$ cat config.mk
export PLATFORM = sky130hd
export DESIGN_NAME = mem_stage
export DESIGN_NICKNAME = d
export VERILOG_FILES = /design/src/rtl/mem_stage.sv
export SDC_FILE = /design/constraint.sdc
export NUM_CORES = 1
export LEC_CHECK = 0
export ABC_AREA = 0
export CORE_MARGIN = 4
export CORE_UTILIZATION = 25
export CTS_CLUSTER_SIZE = 30
export DETAILED_ROUTE_END_ITERATION = 7
export PLACE_DENSITY = 0.79
export SLEW_MARGIN = 20
export SYNTH_ARGS = -nofsm -noshare
export SYNTH_HDL_FRONTEND = slang
export SYNTH_SLANG_ARGS = --single-unit
$ cat constraint.sdc
create_clock -name Clk -period 1.4 [get_ports Clk]
set_clock_uncertainty 0.2 [all_clocks]
set_input_delay 0.28 -clock Clk [delete_from_list [all_inputs] [get_ports Clk]]
set_output_delay 0.28 -clock Clk [all_outputs]
set_load 0.005 [all_outputs]
$ cat src/rtl/mem_stage.sv
// Memory-access stage: drives EX/MEM loads/stores onto a req/ack data port, stalls upstream
// while an access is outstanding, resolves JEQ. Optional abort timer: `define MEM_STAGE_TIMEOUT_EN.
module mem_stage #(
  parameter logic [7:0] TIMEOUT = 8'd15
) (
  input  logic        Clk,
  input  logic        Reset,
  input  logic [4:0]  ControlsIn,
  input  logic [15:0] ResultIn,
  input  logic        ZeroIn,
  input  logic [15:0] DataIn,
  input  logic [15:0] MemAddrIn,
  input  logic [15:0] JEQAddrIn,
  input  logic [2:0]  Reg1In,
  output logic        MemReq,
  output logic        MemWe,
  output logic [15:0] MemAddr,
  output logic [15:0] MemWData,
  input  logic [15:0] MemRData,
  input  logic        MemAck,
  output logic        Stall,
  output logic        BranchTaken,
  output logic [15:0] BranchTarget,
  output logic        WbRegWrite,
  output logic        WbMemToReg,
  output logic [15:0] WbResult,
  output logic [15:0] WbMemData,
  output logic [2:0]  WbReg,
  output logic        MemErr
);

  typedef enum logic [1:0] {IDLE = 2'd0, ACCESS = 2'd1, DONE = 2'd2} state_t;

  state_t      state_q, state_d;
  logic [15:0] load_q, load_d;

  logic reg_write, mem_to_reg, mem_read, mem_write, jeq;
  logic access, ack_ok, timeout;

  assign {reg_write, mem_to_reg, mem_read, mem_write, jeq} = ControlsIn;
  assign access = mem_read | mem_write;

  // Request is live in IDLE (issue cycle) and ACCESS; DONE is the guaranteed low cycle.
  assign MemReq = ~Reset & access & (state_q != DONE);
  assign Stall  = ~Reset & access & (state_q != DONE);
  assign ack_ok = MemReq & MemAck;

  assign MemWe        = mem_write & ~mem_read;
  assign MemAddr      = MemAddrIn;
  assign MemWData     = DataIn;
  assign BranchTaken  = jeq & ZeroIn;
  assign BranchTarget = JEQAddrIn;
  assign WbRegWrite   = reg_write & ~Stall;
  assign WbMemToReg   = mem_to_reg;
  assign WbResult     = ResultIn;
  assign WbMemData    = load_q;
  assign WbReg        = Reg1In;

`ifdef MEM_STAGE_TIMEOUT_EN
  logic [7:0] cnt_q, cnt_d, cnt_inc;
  logic       err_q, err_d;

  // Counter is held at zero outside ACCESS, so it restarts on every entry.
  assign cnt_inc = cnt_q + 8'd1;
  assign cnt_d   = (state_q == ACCESS) ? cnt_inc : 8'd0;
  assign timeout = (state_q == ACCESS) & ~ack_ok & ~Reset & (cnt_inc == TIMEOUT);
  assign err_d   = err_q | timeout;
  assign MemErr  = err_q;

  always_ff @(posedge Clk) begin
    if (Reset) begin
      cnt_q <= 8'd0;
      err_q <= 1'b0;
    end else begin
      cnt_q <= cnt_d;
      err_q <= err_d;
    end
  end
`else
  logic unused_timeout;
  assign unused_timeout = ^TIMEOUT;
  assign timeout        = 1'b0;
  assign MemErr         = 1'b0;
`endif

  always_comb begin
    state_d = state_q;
    load_d  = load_q;
    case (state_q)
      IDLE:    if (MemReq) state_d = ack_ok ? DONE : ACCESS;
      ACCESS:  if (ack_ok | timeout) state_d = DONE;
      DONE:    state_d = IDLE;
      default: state_d = IDLE;
    endcase
    // An aborted read returns all-ones; writes never touch the load register.
    if (ack_ok & mem_read)
      load_d = MemRData;
    else if (timeout & mem_read)
      load_d = 16'hFFFF;
  end

  always_ff @(posedge Clk) begin
    if (Reset) begin
      state_q <= IDLE;
      load_q  <= 16'h0000;
    end else begin
      state_q <= state_d;
      load_q  <= load_d;
    end
  end

endmodule

==> results of run 1 <==
Yosys cell counts, drive strengths merged:
cell,n
and2,2
and2b,1
buf,79
clkbuf,1
conb,1
dfxtp,18
inv,1
nand2,17
nand2b,1
nand4,16
nor2,1
nor2b,2
nor3,2
nor4b,1
o211ai,16
o21ai,1
o31ai,1
layout make-up:
type                    instances  area (sq um)  share of cell area (%)
inverters                       1         3.754                  0.2560
repair buffers                 58         528.0                   36.01
well taps                      70         87.58                   5.973
flip-flops and latches         18         372.9                   25.43
multi-input cells              62         419.2                   28.58
clock buffers                   4         55.05                   3.754
repair_timing:
action                                  CTS  global route
buffers inserted                          2             0
pin swaps                                 3             1
resized for setup                        57             5
endpoints found under the setup margin   26            15
metrics by stage:
step / total power, mW / hold slack [ns] / setup TNS (ns) / util (%) / worst slack, ns
3_5_place_dp: 0.8401 / 0.2608 / -7.519 / 27.02 / -0.6706
2_1_floorplan: 0.8347 / 0.1568 / 0 / - / 0.04318
5_1_grt: 1.331 / 0.1741 / -0.4106 / 28.00 / -0.1636
3_3_place_gp: 0.8366 / 0.2567 / -7.103 / 27.02 / -0.6684
6_report: 1.253 / 0.1790 / -0.1829 / 28.00 / -0.09029
4_1_cts: 1.292 / 0.2669 / -0.4223 / 27.93 / -0.1708
report_power, final:
| group | internal (mW) | switching (mW) | total, mW |
|---|---|---|---|
| clock | 0.250 | 0.194 | 0.444 |
| combinational | 0.143 | 0.110 | 0.253 |
| sequential | 0.541 | 0.0146 | 0.556 |
| total | 0.935 | 0.318 | 1.25 |
flip-flops by register name, indices dropped and copies added, names as in the netlist:
name,cells
WbMemData,16
state_q,2
routing by layer:
| metal | global-route usage [%] | up-vias |
|---|---|---|
| li1 | - | 436 |
| met1 | 10.76 | 443 |
| met2 | 15.14 | 47 |
| met3 | 4.121 | 30 |
| met4 | 5.392 | 0 |
| met5 | 0 | - |
logic make-up after synthesis:
kind of cell           after synthesis  synth area share, %
buffers and inverters               81                45.19
AND/OR/NAND/NOR                     43                16.98
AO/OA/AOI/OAI                       18                11.68
flip-flops                          18                25.88
other                                1               0.2693
how the worst max path moves through the flow:
stage,to,cells past startpoint,from
after CTS,WbRegWrite,4,state_q[1]
after global routing,WbRegWrite,4,state_q[1]
after global placement,Stall,4,ControlsIn[1]
after floorplan,Stall,4,state_q[1]
final,WbRegWrite,4,state_q[1]
after detailed placement,Stall,4,ControlsIn[2]
==> metrics.md, run 1 <==
| Metric | Value |
|---|---|
| Outcome | complete, but fails checks |
| Violated checks | setup timing |
| Setup crit end kind | output pin |
| Commonest non-fill, non-tap cell in the layout | dlygate4sd2_1 |
| Tcrit/Tclk final | 106.4% |
| Leakage power | 0.6959 nW |
| CTS max path bufs | 2 |
| Io pins | 182 |
| Mapped Cells | 161 |
| Pwr Density | 854.4 nW/um^2 |
| RePlAce Congestion | 0.6966 |
| Chip Height | 82.64 um |
| Mean Syn Cell Area | 8.650 sq um |
| Starting DRT DRC Count | 13 |
| Netlist cell types | 23 |
| Max-Cap Viols | 0 |
| Min cycle time layout | 1.490 ns |
| Startpoint Class | flip-flop |
| CP peak stage delay | 0.32 ns |
| Final worst setup slack | -0.09029 ns |
| Port bufs | 44 |
| # fillers | 568 |
| Hold path depth | 2 |
| Vias in the first global route | 991 |
| Met2 WL | 1.370 mm |
| Most frequent cells in the layout | dlygate4sd2_1, clkdlybuf4s50_1, nand4_1, nand2_1 |
| Worst Path Buf+Inv | 1 |
| Worst Path Required | 0.92 ns |
| Number of synthesized register bits | 18 |
| CTS Hold Bufs | 0 |
| HP Class | in2reg |
| Area fraction of the dominant cell type after synthesis | 38.27% |
| NumNets Final | 236 |
| Peak supply drop | 359.8 uV |
| Max FO, Critical Path | 3 |
| Total track usage | 9.583% |
| Pre-Repair DR Iteration Count | 4 |
| Max Transition Viols Final | 0 |
| Total CTS buffers | 3 |
| Initial antenna violation count | 0 |
| Initial Util | 26.59% |
| Post-Syn Area | 1393 sq um |
| Die W | 82.64 um |
| Register area share after synthesis | 25.88% |
| RSZ-0062 raised after global routing | yes |
| Placed Area | 1415 sq um |
| Met1 wire length | 1.296 mm |
| Post-synth top area cell | buf_4 |
| Vias | 956 |
| Hpwl dp | 2.221 mm |
| Highest routing layer actually used | met4 |
| Total gr overflow | 0 |
| Crit path kind | reg2out |
| Reg2reg path depth | 5 |
| First-pass GRT wire length | 4.912 mm |
| Core Area | 5238 sq um |
| Synth Warn # | 0 |
| CTS tree | built |
| WL final | 3.128 mm |
| Final cell count without fillers | 213 |
| Startpoint of the worst hold path | MemAck |
| F_max | 671.0 MHz |
| Critical path's top delay family | flip-flops |
| Leading post-synthesis cells by cell area | buf_4, dfxtp_1, nand4_1 |
| Residual DRC | 0 |
| Worst Hold Path EP | state_q[1] |
| Final setup viols | 3 |
| CTS sink count | 18 |
| Antenna diodes | 0 |
| R2R Setup Slk | 0.14 ns |
| Final hold violation count | 0 |
| Reg2reg end | WbMemData[12] |
| Share of layout cells above drive strength 1 | 32.87% |
| H-tree levels | 1 |
| Crit path DAT | 1.01 ns |
| DRT antenna net count | 0 |
| Area grow syn2layout | 5.301% |
| R2R Path Start | state_q[0] |
| # rows | 26 |
| Via density | 4.488 |
| Syn_nets | 253 |
| Critical-path cell list | nor2b_4, nor3_4, nor2b_1, buf_2 |
| Slowest CP cell | dfxtp_2 |
| Met3 WL post-DR | 313 um |
| WL/cell | 14.69 um |
| Largest net degree at the start of global routing | 33 |
| Clk Latency, worst-skew pair | 0.25 ns |
| Die Area | 6829 sq um |
| Root buffer cell | clkbuf_8 |
| Placed insts | 207 |
| Clk slew on worst S/H paths | 0.08 ns |
| Design Area, Final | 1466 sq um |
Note: power is estimated with default switching activity, not from simulation.
==> run 2, diff against run 1 <==
--- a/config.mk
+++ b/config.mk
@@ -6,7 +6,7 @@
 export NUM_CORES = 1
 export LEC_CHECK = 0
 export ABC_AREA = 0
-export CORE_MARGIN = 4
+export CORE_MARGIN = 1
 export CORE_UTILIZATION = 25
 export CTS_CLUSTER_SIZE = 30
 export DETAILED_ROUTE_END_ITERATION = 7
==> run 2 against run 1 <==
Effect of this change: the run still ends with setup timing left; critical path depth unchanged; critical path type unchanged; clock power about the same; worst setup slack got worse by 0.0094 ns; sequential share of layout area decreased by 0.30 points; hold slack improved by 0.011 ns; global-route usage increased by 1.0 points.
==> metrics.md, run 2 (synthesis gave the netlist of run 1 again) <==
| Metric | Value |
|---|---|
| Crit path kind | reg2out (unchanged) |
| Share of layout cells above drive strength 1 | 35.42% (was 32.87%) |
| Most frequent cells in the layout | dlygate4sd2_1, clkdlybuf4s50_1, nand4_1, nand2_1, dfxtp_2 (was dlygate4sd2_1, clkdlybuf4s50_1, nand4_1, nand2_1) |
| HP Class | in2reg (unchanged) |
| Final cell count without fillers | 214 (was 213) |
| R2R Setup Slk | 0.09 ns (was 0.14 ns) |
| Total track usage | 10.61% (was 9.583%) |
| Leakage power | 0.7021 nW (was 0.6959 nW) |
| Setup crit end kind | output pin (unchanged) |
| CTS Hold Bufs | 0 (unchanged) |
| CTS tree | built (unchanged) |
| Max-Cap Viols | 0 (unchanged) |
| Placed Area | 1448 sq um (was 1415 sq um) |
| Layout Utilization | 28.62% (was 28.00%) |
| Outcome | complete, but fails checks (unchanged) |
| NumNets Final | 237 (was 236) |
| Min cycle time layout | 1.500 ns (was 1.490 ns) |
| Area grow syn2layout | 7.637% (was 5.301%) |
| Root buffer cell | clkbuf_8 (unchanged) |
| Final worst setup slack | -0.09967 ns (was -0.09029 ns) |
| Starting DRT DRC Count | 21 (was 13) |
| Startpoint Class | flip-flop (unchanged) |
| CTS sink count | 18 (unchanged) |
| Pre-Repair DR Iteration Count | 4 (unchanged) |
| Placed insts | 208 (was 207) |
| Die W | 76.64 um (was 82.64 um) |
| F_max | 666.8 MHz (was 671.0 MHz) |
| Violated checks | setup timing (unchanged) |
| Residual DRC | 0 (unchanged) |
| Slowest CP cell | dfxtp_2 (unchanged) |
| Worst Path Required | 0.92 ns (about the same) |
| Final setup viols | 3 (unchanged) |
| Initial Util | 26.59% (unchanged) |
| Design Area, Final | 1499 sq um (was 1466 sq um) |
| Pwr Density | 843.7 nW/um^2 (was 854.4 nW/um^2) |
| Max Transition Viols Final | 0 (unchanged) |
| Final hold violation count | 0 (unchanged) |
| Worst Path Buf+Inv | 1 (unchanged) |
| Tcrit/Tclk final | 107.1% (was 106.4%) |
| Largest net degree at the start of global routing | 27 (was 33) |
| First-pass GRT wire length | 4.761 mm (was 4.912 mm) |
| Max reg flops | 16 (unchanged) |
| Critical-path cell list | nor2b_4, nor3_4, nor2b_1, buf_2 (unchanged) |
| # rows | 26 (unchanged) |
| RSZ-0062 raised after global routing | yes (unchanged) |
| Peak supply drop | 366.1 uV (was 359.8 uV) |
| RePlAce Congestion | 0.6297 (was 0.6966) |
| Total gr overflow | 0 (unchanged) |
| Vias in the first global route | 911 (was 991) |
| Total CTS buffers | 3 (unchanged) |
| Core Area | 5238 sq um (unchanged) |
| Port bufs | 44 (unchanged) |
| Via density | 4.486 (was 4.488) |
| DRT antenna net count | 0 (unchanged) |
| H-tree levels | 1 (unchanged) |
| Io pins | 182 (unchanged) |
| Initial antenna violation count | 0 (unchanged) |
| WL final | 3.095 mm (was 3.128 mm) |
| Commonest non-fill, non-tap cell in the layout | dlygate4sd2_1 (unchanged) |
| Overall power | 1.265 mW (was 1.253 mW) |
| Antenna diodes | 0 (unchanged) |
| Vias | 960 (was 956) |
| Clk slew on worst S/H paths | 0.08 ns (about the same) |
| WL/cell | 14.46 um (was 14.69 um) |
| Max FO, Critical Path | 3 (unchanged) |
| Hpwl dp | 2.079 mm (was 2.221 mm) |
| Crit path DAT | 1.02 ns (was 1.01 ns) |
| Chip Height | 76.64 um (was 82.64 um) |
| CP peak stage delay | 0.32 ns (about the same) |
| Die Area | 5873 sq um (was 6829 sq um) |
| Clk Latency, worst-skew pair | 0.26 ns (was 0.25 ns) |
| CTS max path bufs | 2 (unchanged) |
| Critical path's top delay family | flip-flops (unchanged) |
run 2: cell types whose count changed in the layout (fill, tap and decap cells not counted), sizes merged:
| cell | delta |
|---|---|
| buf | +1 |
| clkdlybuf4s50 | +1 |
| dlymetal6s2s | -1 |
run 2: metal layers:
metal | vias up | track usage [%] | routed length, um
li1 | 440 | - | -
met1 | 446 | 12.07 | 1313
met2 | 56 | 16.94 | 1405
met3 | 18 | 4.551 | 252
met4 | 0 | 5.192 | 124
met5 | - | 0 | 0
run 2: cell type report:
type | count | area, sq um
Multi-Input combinational cell | 62 | 417.9
Inverter | 1 | 3.754
Sequential cell | 18 | 376.6
Fill cell | 572 | 3739
Tap cell | 70 | 87.58
Timing Repair Buffer | 59 | 558.0
Clock buffer | 4 | 55.05
run 2: worst paths after layout:
check | start | end | cells past startpoint
max | state_q[1] | WbRegWrite | 4
min | ControlsIn[2] | state_q[1] | 3
max reg2reg | state_q[0] | WbMemData[9] | 5
min reg2reg | WbMemData[12] | WbMemData[12] | 2
run 2: worst register-to-register path, cell delays in order, from the launching register on:
cell and delay, ns:
dfxtp_2 0.34, buf_4 0.13, nand2b_1 0.20, buf_12 0.18, nand4_1 0.09, nand2_1 0.05
run 2: power by group:
group / switching [mW] / internal [mW] / total [mW]
Clock: 0.192 / 0.250 / 0.442
Combinational: 0.114 / 0.152 / 0.266
Sequential: 0.0149 / 0.542 / 0.557
run 2: through the flow:
stage / setup slack [ns] / hold WS, ns / TNS (ns)
floorplan: 0.04318 / 0.1568 / 0
finish: -0.09967 / 0.1897 / -0.2166
global route: -0.1550 / 0.2221 / -0.3795
global placement: -0.6467 / 0.2539 / -7.361
CTS: -0.1607 / 0.2678 / -0.3994
detailed placement: -0.6775 / 0.2665 / -7.765
run 2: what timing repair did:
item,CTS,global route
setup endpoints to repair,35,13
setup buffers,3,1
cloned,0,0
pin swaps,3,2
hold endpoints to repair,0,0
gates resized for setup,61,3
